--- src/rtl/multiplier_parallel.sv ---
// Unsigned 32x32->64 parallel multiplier: partial products reduced by a 3:2 carry-save
// tree, one final carry-propagate add, registered output. Option: MULT_PARALLEL_VALID_EN.
module multiplier_parallel (
    input  logic        clk,
    input  logic        reset,
    input  logic [31:0] a,
    input  logic [31:0] b,
`ifdef MULT_PARALLEL_VALID_EN
    output logic [63:0] r,
    input  logic        valid_in,
    output logic        valid_out
`else
    output logic [63:0] r
`endif
);

    logic [63:0] w_product;

    // Each layer compresses groups of three rows into sum/carry rows; leftovers pass through.
    // Row counts per layer: 32,22,15,10,7,5,4,3,2 -- eight layers reach two rows.
    always_comb begin
        logic [63:0] w_cur [32];
        logic [63:0] w_nxt [32];
        logic [63:0] w_x, w_y, w_z;
        int unsigned n;
        int unsigned m;

        for (int unsigned i = 0; i < 32; i++) begin
            w_cur[i] = b[i] ? ({32'b0, a} << i) : '0;
        end
        n = 32;
        for (int unsigned l = 0; l < 8; l++) begin
            for (int unsigned k = 0; k < 32; k++) begin
                w_nxt[k] = '0;
            end
            m = 0;
            for (int unsigned g = 0; g < 11; g++) begin
                if (3 * g + 2 < n) begin
                    w_x = w_cur[3 * g];
                    w_y = w_cur[3 * g + 1];
                    w_z = w_cur[3 * g + 2];
                    w_nxt[m]     = w_x ^ w_y ^ w_z;
                    w_nxt[m + 1] = ((w_x & w_y) | (w_x & w_z) | (w_y & w_z)) << 1;
                    m = m + 2;
                end else if (3 * g < n) begin
                    w_nxt[m] = w_cur[3 * g];
                    m = m + 1;
                    if (3 * g + 1 < n) begin
                        w_nxt[m] = w_cur[3 * g + 1];
                        m = m + 1;
                    end
                end
            end
            w_cur = w_nxt;
            n = m;
        end
        w_product = w_cur[0] + w_cur[1];
    end

    always_ff @(posedge clk or posedge reset) begin
        if (reset) begin
            r <= '0;
        end else begin
            r <= w_product;
        end
    end

`ifdef MULT_PARALLEL_VALID_EN
    always_ff @(posedge clk or posedge reset) begin
        if (reset) begin
            valid_out <= 1'b0;
        end else begin
            valid_out <= valid_in;
        end
    end
`endif

endmodule

--- config.mk ---
export PLATFORM = sky130hd
export DESIGN_NAME = multiplier_parallel
export DESIGN_NICKNAME = d
export VERILOG_FILES = /design/src/rtl/multiplier_parallel.sv
export SDC_FILE = /design/constraint.sdc
export NUM_CORES = 2
export LEC_CHECK = 0
export ABC_AREA = 1
export CORE_ASPECT_RATIO = 1.75
export CORE_MARGIN = 2
export CORE_UTILIZATION = 25
export DETAILED_ROUTE_END_ITERATION = 8
export GPL_TIMING_DRIVEN = 1
export HOLD_SLACK_MARGIN = 0.06
export SLEW_MARGIN = 5
export SYNTH_ARGS = -nofsm -noshare
export SYNTH_HDL_FRONTEND = slang
export SYNTH_SLANG_ARGS = --single-unit
--- constraint.sdc ---
create_clock -name clk -period 6 [get_ports clk]
set_clock_uncertainty 0.15 [all_clocks]
set_input_delay 1.2 -clock clk [delete_from_list [all_inputs] [get_ports clk]]
set_output_delay 1.2 -clock clk [all_outputs]
set_load 0.03 [all_outputs]
; Yosys cells after proc, flatten, opt, wreduce, memory -nomap -nowiden
; Index checks and enable logic that the tools add are counted.
; W data, S select, Z words.
[word_totals]
regBits = 64
latch_bits = 0
ram_bits = 0
romBits = 0
input_bits = 66
output_inout_bits = 64
word_cells = 244
mem_count = 0
[op_classes]
n_addsub = 1
mul = 0
n_div = 0
n_lt_le_gt_ge = 0
n_eq_ne = 0
shift = 0
mux = 32
bitwise_logic = 210
n_reduce_logical = 0
[op_table]
columns = operator, n
row1 = $and A63 B63 Y63, 44
row2 = $or A63 B63 Y63, 35
row3 = $xor A64 B64 Y64, 27
row4 = $and A63 B62 Y63, 3
row5 = $and A63 B41 Y63, 2
row6 = $or A63 B58 Y63, 2
row7 = $and A47 B49 Y49, 2
row8 = $and A44 B46 Y46, 2
row9 = $and A38 B40 Y40, 2
row10 = $and A35 B37 Y37, 2
row11 = $or A37 B37 Y37, 2
row12 = $add A64 B64 Y64, 1
row13 = $xor A62 B64 Y64, 1
row14 = $xor A64 B38 Y64, 1
row15 = $xor A64 B41 Y64, 1
row16 = $xor A64 B46 Y64, 1
row17 = $xor A64 B50 Y64, 1
row18 = $xor A64 B53 Y64, 1
row19 = $xor A64 B55 Y64, 1
row20 = $xor A64 B58 Y64, 1
row21 = $xor A64 B63 Y64, 1
row22 = $mux W63, 1
row23 = $or A44 B63 Y63, 1
row24 = $or A54 B63 Y63, 1
row25 = other kinds (107), 107

; Depth between registers and ports, before layout
[depth]
ltp_word = 26
depth_mapped = 30

; Worst setup path after synthesis
; No wires, ideal clock.
[synth_timing]
kind = input -> register
start = input port a[17]
end = register r[51]
setup_ps = 117
arrival_time_ps = 6718
t_required_ps = 5733
slack_ps = -985
cell_stages = 23
n_path_buf = 1
path_cell_list = clkbuf_1 > nand2_1 > inv_1 > fa_1 > fa_1 > inv_1 > fa_1 > inv_1 > fa_1 > fa_1 > fa_1 > inv_1 > fa_1 > inv_1 > fa_1 > ha_1 > nand2_2 > nor2_2 > inv_1 > nor3_1 > nand3_1 > nand4_1 > nand2_1
[synth_between]
elab_chain_cells = 26
elab_cells_between_ends = 243
classes_between = add/sub: 1 / mux: 32 / bitwise: 210
[synth_lines]
columns = item, line_no
row1 = "start, declared", 6  ; input logic [31:0] a,
row2 = "$mux W32, or another cell as far along", 29  ; w_cur[i] = b[i] ? ({32'b0, a} << i) : '0;
row3 = $and A32 B33 Y33 or $and A32 B34 Y34 (tied branches), 43  ; w_nxt[m + 1] = ((w_x & w_y) | (w_x & w_z) | (w_y & w_z)) << 1;
row4 = $or A33 B34 Y34, 43
row5 = $or A34 B34 Y34, 43
row6 = $and A34 B35 Y35, 43
row7 = $or A35 B37 Y37, 43
row8 = $or A37 B37 Y37, 43
row9 = $and A63 B63 Y63, 43
row10 = [... 8 more ...], n/a
row11 = $and A63 B63 Y63, 43
row12 = $or A63 B63 Y63 (2 in a row), 43
row13 = $and A63 B63 Y63, 43
row14 = $or A63 B63 Y63 (2 in a row), 43
row15 = $and A63 B63 Y63, 43
row16 = $or A63 B63 Y63 (2 in a row), 43
row17 = $add A64 B64 Y64 *, 57  ; w_product = w_cur[0] + w_cur[1];
row18 = named net w_product[51], 17  ; logic [63:0] w_product;
row19 = "end signal, assigned", 64  ; r <= w_product;
row20 = "end, declared", 13  ; output logic [63:0] r
; The timed path passes the listed nets; every way through them passes the cells marked *.

; Worst setup path after layout
[layout_timing]
start = input port b[19]
end = register r[60]
[layout_between]
elab_chain_cells = 24
elab_cells_between_ends = 73
classes_between = add/sub: 1 / mux: 1 / bitwise: 71
[layout_lines]
columns = item, line_no
row1 = "start, declared", 7  ; input logic [31:0] b,
row2 = $mux W51 *, 29
row3 = $and A50 B51 Y51, 43
row4 = $or A51 B52 Y52, 43
row5 = $or A52 B52 Y52, 43
row6 = $xor A64 B53 Y64 or $and A63 B63 Y63 (tied branches), "42, 43"
row7 = $xor A64 B55 Y64 or $or A63 B63 Y63 (tied branches), "42, 43"
row8 = $and A63 B63 Y63 or $or A63 B63 Y63 (tied branches), 43
row9 = $or A63 B63 Y63 or $and A63 B63 Y63 (tied branches), 43
row10 = [... 6 more ...], n/a
row11 = $and A63 B63 Y63, 43
row12 = $or A63 B63 Y63 (2 in a row), 43
row13 = $and A63 B63 Y63, 43
row14 = $or A63 B63 Y63 (2 in a row), 43
row15 = $and A63 B63 Y63, 43
row16 = $or A63 B63 Y63 (2 in a row), 43
row17 = $add A64 B64 Y64 *, 57
row18 = named net w_product[60], 17
; Marked as above.

==> summary.md <==
| Metric | Value |
|---|---|
| Multi-input logic area | `31,900 um^2` |
| Syn_area_per_cell | `7.61 um^2` |
| Vias/cell | `4.39` |
| Core Footprint | `145,000 um^2` |
| CTS tree | `done` |
| Leading registers by flop count | `r x64` |
| Violated checks | `negative setup slack` |
| Clk slew on worst S/H paths | `0.07 ns` |
| Total wire length | `142,000 um` |
| Post-Synthesis Cells | `4,798` |
| Max capacitance violation total | `0` |
| Post-Syn Area | `36,500 um^2` |
| Unrepaired setup endpoints after global routing | `yes` |
| Final hold vios | `0` |
| HP Class | `in2async` |
| GP Congestion | `0.918` |
| Register area | `1600 um^2` |
| Biggest register | `r` |
| Layout cells sized above 1 | `31.4%` |
| Count leader, synth | `inv_1` |
| Top FF cell, synth | `dfrtp_1` |
| Filler Cell Count | `14,300` |
| Avg WL per Cell | `19.5 um` |
| Inserted Diodes | `0` |
| Row cnt | `185` |
| Vias in the first global route | `36,200` |
| Synth Warn # | `0` |
| Cell variety after synth | `28` |
| Register area share after synthesis | `4.38%` |
| Die Y | `510 um` |
| Drt pass-1 iters | `5` |
| Synth-to-Final Area Change | `43.3%` |
| Setup ws final | `-1.22 ns` |
| Die W | `293 um` |
| Fin crit share | `120%` |
| Grt ovf | `0` |
| Post-route ant nets | `0` |
| Async SR Flop Fraction | `100%` |
| Placed Cells | `7,004` |
| Critical path arrival | `7.33 ns` |
| Via count | `32,000` |
| CP Class | `in2reg` |
| Critical Path RT | `6.11 ns` |
| Largest area contributor in the netlist | `fa_1` |
| Synth top area share | `49.8%` |
| Startpoint types | `primary input` |
| Yosys reg bits | `64` |
| Maximum buffer depth of the clock tree | `2` |
| Largest net degree at the start of global routing | `65` |
| Starting Density | `25.2%` |
| Post-DP HPWL | `101,000 um` |
| Worst slew pin tran | `0.926 ns` |
| Remaining DRCs | `0` |
| Syn Nets | `5,986` |
| Num ports | `130` |
| Finished Layout Cells | `7,286` |
| Global-route wire length before repair | `213,000 um` |
| H-tree lvl count | `3` |
| Clock Sinks | `64` |
| Critical Path Fanout Max | `11` |
| IO buf count | `129` |
| Critical Path End Type | `flip-flop` |
| Top cells by area, synth | `fa_1 (50%), inv_1 (17%), nand2_1 (15%)` |
| Root Driver | `clkbuf_16` |
| Relative slew margins | `38.2%` |
| Commonest cells post-synth | `inv_1 (1,653), nand2_1 (1,483), fa_1 (908)` |
| Number of flops mapped to enable cells by yosys | `0` |
| Slew Viols, Final | `0` |
| Fin area | `52,300 um^2` |
| Outcome | `complete, but fails checks` |
| Max FFs per register | `64` |
| Fmax achieved | `0.139 GHz` |
| Initial antenna violation count | `1` |
| GRT Overall Usage | `19.1%` |
| Placed instance area | `44,900 um^2` |
| Final setup fails | `53` |
| Final net count | `6,599` |
| Fin crit period | `7.22 ns` |
| Clock buffer count from CTS | `9` |
| 1st-iter DRT viols | `1,526` |
| Die ar. | `149,000 um^2` |
==> critical path: stages <==
cell and delay (ns):
buf_4 0.14, buf_12 0.16, buf_4 0.14, nand2_1 0.07, fa_1 0.53, fa_1 0.45
fa_1 0.59, fa_1 0.45, fa_1 0.63, fa_2 0.48, fa_1 0.51, inv_2 0.05
fa_1 0.49, ha_4 0.33, nand2_4 0.07, buf_4 0.14, nor2_4 0.12, inv_2 0.08
nor2_4 0.15, buf_6 0.13, and3_4 0.18, nand2_2 0.05, nand4_1 0.08, nand2_1 0.06
==> layout by cell type (no fill, tap or decap), drive strengths merged <==
cell type,netlist,layout
nand2,1491,1491
fa,908,908
xnor2,4,4
a21o,2,2
o21ai,2,2
clkdlybuf4s15,0,1
xor2,26,26
clkinvlp,0,3
clkbuf,192,12
nor3,8,8
bufbuf,0,22
inv,1656,1657
o21bai,3,3
nand3b,2,2
o21a,2,2
or2,2,2
nor2,111,111
a21oi,29,29
dfrtp,64,64
and3,2,2
clkinv,0,3
nand3,59,59
ha,214,214
dlygate4sd2,0,2
buf,0,699
and2,6,6
nand4,15,15
clkdlybuf4s50,0,67
==> kinds of logic after synthesis <==
logic type / after synthesis / share of synthesized area (%)
compound gates: 38 / 0.568
xor+xnor: 30 / 0.719
fa+ha+maj: 1122 / 57.1
flops: 64 / 4.38
buf+inv: 1848 / 19.0
simple gates: 1696 / 18.3
==> final timing paths <==
kind | to | startpoint | slack, ns
worst max-delay path | r[60] | b[19] | -1.22
min in group clk | r[0] | a[0] | 1.44
worst min-delay path | r[13] | reset | 1.27
max in group asynchronous | r[57] | reset | 3.81
==> per-layer routing <==
layer / wire, um / track usage (%) / vias up
met2: 76200 / 36.2 / 1013
met4: 13100 / 14.1 / 0
met5: 0 / 0 / -
met1: 47000 / 18.8 / 16300
li1: - / - / 14200
met3: 5620 / 2.43 / 520
==> per-stage QoR <==
step | hold slack, ns | worst slack, ns | utilization [%] | TNS, ns
2_1_floorplan | 1.15 | -0.785 | - | -27.89
3_5_place_dp | 1.71 | -2.22 | 31.0 | -100.32
4_1_cts | 1.31 | -1.16 | 34.6 | -49.63
6_report | 1.27 | -1.22 | 36.1 | -49.66
3_3_place_gp | 1.72 | -2.22 | 31.0 | -101.02
5_1_grt | 1.37 | -1.37 | 36.1 | -57.80
==> final cells by class <==
cell class | count | share of cell area, %
timing repair buffer | 794 | 19.0
multi-input combinational | 2886 | 61.0
sequential | 64 | 3.06
inverter | 1656 | 11.9
clock inverter | 7 | 0.110
clock buffer | 9 | 0.430
tap | 1870 | 4.47
==> what timing repair did <==
action / 4_1_cts / 5_1_grt
pin swaps: 416 / 456
setup endpoints to repair: 54 / 54
buffers inserted: 153 / 73
resized for setup: 957 / 566
hold buffers: 0 / 0
cloned: 59 / 3
endpoints found under the hold margin: 0 / 0
Power is not shown: default switching activity piles up to over one toggle a cycle in this logic, so the estimate is an artifact.
